**config.mk**
```make
export PLATFORM = sky130hd
export DESIGN_NAME = result_drain
export DESIGN_NICKNAME = d
export VERILOG_FILES = /design/src/rtl/result_drain.sv
export SDC_FILE = /design/constraint.sdc
export NUM_CORES = 1
export LEC_CHECK = 0
export CORE_MARGIN = 2
export CORE_UTILIZATION = 48
export CTS_BUF_LIST = sky130_fd_sc_hd__clkbuf_8 sky130_fd_sc_hd__clkbuf_16
export DETAILED_ROUTE_END_ITERATION = 16
export GPL_ROUTABILITY_DRIVEN = 0
export PLACE_DENSITY = 0.82
export SYNTH_ARGS = -nofsm -noshare
export SYNTH_HDL_FRONTEND = slang
export SYNTH_SLANG_ARGS = --single-unit
export TNS_END_PERCENT = 5
```
**constraint.sdc**
```tcl
create_clock -name clk -period 13.6 [get_ports clk]
set_clock_uncertainty 0.1 [all_clocks]
set_input_delay 3.4 -clock clk [delete_from_list [all_inputs] [get_ports clk]]
set_output_delay 3.4 -clock clk [all_outputs]
set_load 0.01 [all_outputs]
```
**src/rtl/result_drain.sv**
```systemverilog
// Snapshot reader for the systolic multiplier's parallel NxN result: captures on valid,
// pulses the multiplier clear, then streams the snapshot out one row per valid/ready transfer.
module result_drain #(
  parameter int unsigned DATA_WIDTH   = 8,
  parameter int unsigned N            = 4,
  parameter int unsigned C_DATA_WIDTH = 2 * DATA_WIDTH + $clog2(N),
  localparam int unsigned IDX_W       = (N > 1) ? $clog2(N) : 1
) (
  input  logic                                     clk,
  input  logic                                     reset_i,
  input  logic                                     mm_valid_i,
  input  logic [N-1:0][N-1:0][C_DATA_WIDTH-1:0]    mm_c_i,
  output logic                                     mm_clear_o,
  output logic                                     busy_o,
  output logic                                     row_valid_o,
  input  logic                                     row_ready_i,
  output logic [N-1:0][C_DATA_WIDTH-1:0]           row_data_o,
  output logic [IDX_W-1:0]                         row_idx_o,
  output logic                                     row_last_o
);

  localparam logic [IDX_W-1:0] LastIdx = IDX_W'(N - 1);

  typedef enum logic [0:0] {StIdle, StStream} state_e;

  state_e                                state_q, state_d;
  logic [IDX_W-1:0]                      row_idx_q, row_idx_d;
  logic [N-1:0][N-1:0][C_DATA_WIDTH-1:0] buf_q, buf_d;
  logic                                  clear_q, clear_d;
  logic                                  xfer;
  logic                                  at_last;
  logic                                  take;

  assign xfer    = (state_q == StStream) && row_ready_i;
  assign at_last = (row_idx_q == LastIdx);

  always_comb begin
    state_d   = state_q;
    row_idx_d = row_idx_q;
    buf_d     = buf_q;
    clear_d   = 1'b0;
    take      = 1'b0;
    unique case (state_q)
      StIdle: begin
        // The multiplier still shows its old valid during the clear cycle.
        take = mm_valid_i && !clear_q;
      end
      StStream: begin
        if (xfer) begin
          if (at_last) begin
            row_idx_d = '0;
            take      = mm_valid_i && !clear_q;
            if (!take) begin
              state_d = StIdle;
            end
          end else begin
            row_idx_d = row_idx_q + 1'b1;
          end
        end
      end
      default: state_d = StIdle;
    endcase
    if (take) begin
      buf_d     = mm_c_i;
      row_idx_d = '0;
      state_d   = StStream;
      clear_d   = 1'b1;
    end
  end

  always_ff @(posedge clk or posedge reset_i) begin
    if (reset_i) begin
      state_q   <= StIdle;
      row_idx_q <= '0;
      buf_q     <= '0;
      clear_q   <= 1'b0;
    end else begin
      state_q   <= state_d;
      row_idx_q <= row_idx_d;
      buf_q     <= buf_d;
      clear_q   <= clear_d;
    end
  end

  always_comb begin
    row_valid_o = (state_q == StStream);
    busy_o      = (state_q == StStream);
    row_data_o  = row_valid_o ? buf_q[row_idx_q] : '0;
    row_idx_o   = row_idx_q;
    row_last_o  = row_valid_o && at_last;
    mm_clear_o  = clear_q;
  end

endmodule
```
## Word-level counts from Yosys, hierarchy flattened

Index checks and enable logic that the tools add are counted.

| storage, ports and cells | value |
|---|---|
| register bits | 292 |
| bits in latches | 0 |
| memory bits (writable) | 0 |
| bits in read-only memories | 0 |
| output and inout bits | 78 |
| word-level logic and storage cells | 46 |
| memories | 0 |

| operators by class | value |
|---|---|
| add/sub/neg operators | 1 |
| multiply operators | 0 |
| divide/modulo/power cells | 0 |
| order comparisons | 1 |
| equality and inequality tests | 1 |
| shift operators | 0 |
| mux-type cells | 16 |
| bitwise gates (word level) | 1 |
| reduce and logical (&&, ||, !) cells | 7 |

Operators with widths:

| kind | count |
|---|---|
| 72-bit binary-select mux with 2-bit select | 1 |
| 72-bit two-way mux | 2 |
| 1-bit two-way mux | 8 |
| 2-bit two-way mux | 4 |
| 2-bit nonzero test | 2 |
| 1-bit logical AND | 3 |
| 2-bit by 3-bit < comparator with 1-bit output, second input constant | 1 |
| 2-bit by 1-bit adder with 2-bit output, second input constant | 1 |
| 2-bit == test, second input constant | 1 |
| 1-bit one-hot mux with 2 select lines | 1 |
| 2-bit AND reduction | 1 |
| 1-bit logical NOT | 1 |
| 1-bit inverter | 1 |

## Logic depth before layout (Yosys ltp)

| logic depth | value |
|---|---|
| depth in word-level cells | 7 |
| mapped depth | 7 |

## Worst setup path before layout

Ideal clock, no wire load.

| timing path | value |
|---|---|
| path kind | flip-flop to output port |
| start point | reg row_idx_q[1], in the netlist row_idx_o[1] |
| end point | out row_data_o[28] in the netlist's numbering |
| data arrival time | 1.335 ns |
| data required time | 10.100 ns |
| setup slack | 8.765 ns |
| cell stages (with the launch flop) | 6 |
| buffers on the path | 3 |
| cell sequence | dfrtp_1 > buf_2 > buf_4 > buf_2 > mux2i_1 > o22ai_1 |

RTL lines:

| item | line | source |
|---|---|---|
| from (decl) | 27 | `logic [IDX_W-1:0] row_idx_q, row_idx_d;` |
| from (signal assigned) | 79 | `row_idx_q <= row_idx_d;` |
| to (decl) | 17 | `output logic [N-1:0][C_DATA_WIDTH-1:0] row_data_o,` |

==> results.sh <==
export IMPL_nNetsFinal=1519
export IMPL_finalHoldViolations=0
export IMPL_die_h_um=169
export IMPL_hold_depth=1
export IMPL_crit_type="flip-flop to primary output"
export IMPL_hold_class="flip-flop to flip-flop"
export IMPL_rrSetupSlack_ns=8.58
export IMPL_crit_arrival_ns=4.28
export IMPL_drtIter0Drc=370
export IMPL_postRouteAntennaNets=0
export IMPL_drcViolationCount=0
export IMPL_status="finished, final reports clean"
export IMPL_synth_fp_nets=1173
export IMPL_avgViaCountPerCell=5.44
export IMPL_tightest_slew_ns=1.06
export IMPL_setup_tns_ns=0
export IMPL_postPlaceCellArea_um2=16800
export IMPL_grt_first_pass_wirelength_um=51200
export IMPL_startpoint_type="flip-flop"
export IMPL_setup_violations=0
export IMPL_crit_required_ns=10.10
export IMPL_synth_cells=880
export IMPL_root_buffer="clkbuf_16"
export IMPL_syn2layout_area_growth_pct=35.8
export IMPL_synth_warnings=0
export IMPL_min_period_ns=7.78
export IMPL_post_dp_hpwl_um=22500
export IMPL_final_cell_area_um2=17700
export IMPL_setup_ws_ns=5.82
export IMPL_tritoncts="built"
export IMPL_r2r_end="buf_q[194]"
export IMPL_clockBufferDepth=3
export IMPL_synth_seq_cells=292
export IMPL_rsz0062_at_grt="no"
export IMPL_grtUsageMet2=0.405
export IMPL_cts_hold_buf=0
export IMPL_slew_viol_final=0
export IMPL_overflow=0
export IMPL_grtUsageMet1=0.268
export IMPL_post_place_ws_ns=6.38
export IMPL_cts_resized=0
export IMPL_grt_most_used_layer="met2"
export IMPL_p_leak_nw=7.47
export IMPL_antenna_found_initial=2
export IMPL_syn_area_um2=13100
export IMPL_finalCritPeriodShare=0.572
export IMPL_port_buffers=369
export IMPL_use_met3=0.0596
export IMPL_yosysSeqAreaShare=0.560
export IMPL_crit_path_max_fanout=56
export IMPL_cts_made_buffers=31
export IMPL_min_from="buf_q[84]"
export IMPL_core_area_um2=26800
export IMPL_cts_num_sinks=292
export IMPL_drive_gt1_frac=0.116
export IMPL_fill_cells=1977
export IMPL_critPathCaptureType="primary output"
export IMPL_worst_hold_slack_ns=0.383
export IMPL_hold_path_end="buf_q[84]"
export IMPL_detail_route_wl_per_cell_um=20.8
export IMPL_ioPinCount=370
export IMPL_start_util=0.487
export IMPL_max_cap_viol_count=0
export IMPL_syn_area_per_cell_um2=14.8
export IMPL_r2r_cells=7
export IMPL_postLayoutCoreUtil=0.661
export IMPL_track_usage=0.228
export IMPL_wl_um=33000
export IMPL_vias=8655
export IMPL_p_per_area_nw_per_um2=234
export IMPL_htree_levels=1
export IMPL_fmaxAchievable_ghz=0.128
export IMPL_synth_cell_types=21
export IMPL_slew_headroom=0.291
export IMPL_firstDrtPassIters=6
export IMPL_grt_pass1_vias=9563
export IMPL_grt_max_degree=145
export IMPL_dieWidth_um=169
export IMPL_die_area_um2=28500
export IMPL_worstSkewPairLatency_ns=0.53
export IMPL_placementRows=60
export IMPL_cts_setup_buffers=0
export IMPL_r2r_start="row_idx_o[1]"
export IMPL_peakVddDrop_v=0.000146
export IMPL_path_clk_slew_ns=0.06
-- power by group --
| group | switching [mW] | internal (mW) | total (mW) | leakage (nW) |
|---|---|---|---|---|
| clock network | 0.331 | 0.460 | 0.791 | 0.516 |
| registers | 0.262 | 1.31 | 1.57 | 3.49 |
| logic | 0.762 | 1.02 | 1.78 | 3.46 |
| total | 1.36 | 2.79 | 4.14 | 7.47 |
-- registers in the layout, indices dropped and copies added (netlist names) --
name / count
row_idx_o: 2
busy_o: 1
mm_clear_o: 1
buf_q: 288
-- cells in the mapped netlist (all sizes together) --
master / count / area share
o22ai: 72 / 0.034
a31oi: 1 / 0.00048
dfrtp: 292 / 0.56
o21ai: 2 / 0.00077
nand2: 5 / 0.0014
inv: 2 / 0.00058
buf: 50 / 0.034
nand3b: 1 / 0.00058
ha: 1 / 0.00096
mux2i: 144 / 0.11
o211ai: 1 / 0.00058
and2: 1 / 0.00048
a21oi: 2 / 0.0011
nand2b: 3 / 0.0014
clkbuf: 15 / 0.0043
mux2: 288 / 0.25
-- worst max-delay path by stage --
| stage | from | endpoint | slack (ns) | cells past startpoint |
|---|---|---|---|---|
| after floorplan | reset_i | buf_q[0] | 2.04 | 1 |
| after global placement | row_idx_o[1] | row_data_o[31] | 6.47 | 5 |
| after detailed placement | row_idx_o[1] | row_data_o[38] | 6.38 | 5 |
| after CTS | row_idx_o[1] | row_data_o[38] | 5.81 | 5 |
| after global routing | row_idx_o[1] | row_data_o[27] | 5.60 | 5 |
| final | row_idx_o[1] | row_data_o[38] | 5.82 | 5 |
-- final cells by class --
type	instances	area, um^2	share of cell area
inverters	2	15.0	0.000847
diodes	2	5.00	0.000282
well taps	341	427	0.0241
clock inverters	17	97.6	0.00550
multi-input cells	521	5250	0.296
flip-flops and latches	292	7310	0.412
repair buffers	378	3760	0.212
clock buffers	37	858	0.0484
-- per-stage QoR --
stage          total power [mW]  instances
2_1_floorplan              2.62        880
3_3_place_gp               3.31       1534
3_5_place_dp               3.38       1534
4_1_cts                    4.19       1588
5_1_grt                    4.39       1589
6_report                   4.14       1590
-- cells in the final DEF (no fill, tap or decap), types with 2 or more instances in the layout --
cell             netlist  layout
inv_1                  2      11
mux2_1               201     201
buf_4                 10       9
o22ai_1               72      72
mux2i_1              144     144
nand2_1                5       4
dfrtp_1              292     291
clkbuf_16              0      31
o21ai_0                2       2
mux2_2                87      87
clkdlybuf4s50_1        0     369
diode_2                0       2
clkbuf_8               0       6
nand2b_1               3       2
clkinv_2               0       6
-- logic make-up after synthesis --
| group | count (synthesis) | synth area share |
|---|---|---|
| flops | 292 | 0.560 |
| compound gates | 78 | 0.0374 |
| buf+inv | 67 | 0.0393 |
| mux | 432 | 0.359 |
| fa+ha+maj | 1 | 0.000958 |
| simple gates | 10 | 0.00393 |
-- critical path, cell delays in order (launching register included) --
cell and delay (ns):
dfrtp_4 0.98, buf_4 0.87, buf_4 0.78, mux2i_1 0.17
o22ai_1 0.20, clkdlybuf4s50_1 0.62
-- layer usage --
| metal | vias up | wire (um) |
|---|---|---|
| met2 | 287 | 16600 |
| met5 | - | 0 |
| met3 | 66 | 2420 |
| met4 | 0 | 1110 |
| li1 | 3934 | - |
| met1 | 4368 | 12900 |
Power figures use the tool's default switching activity.
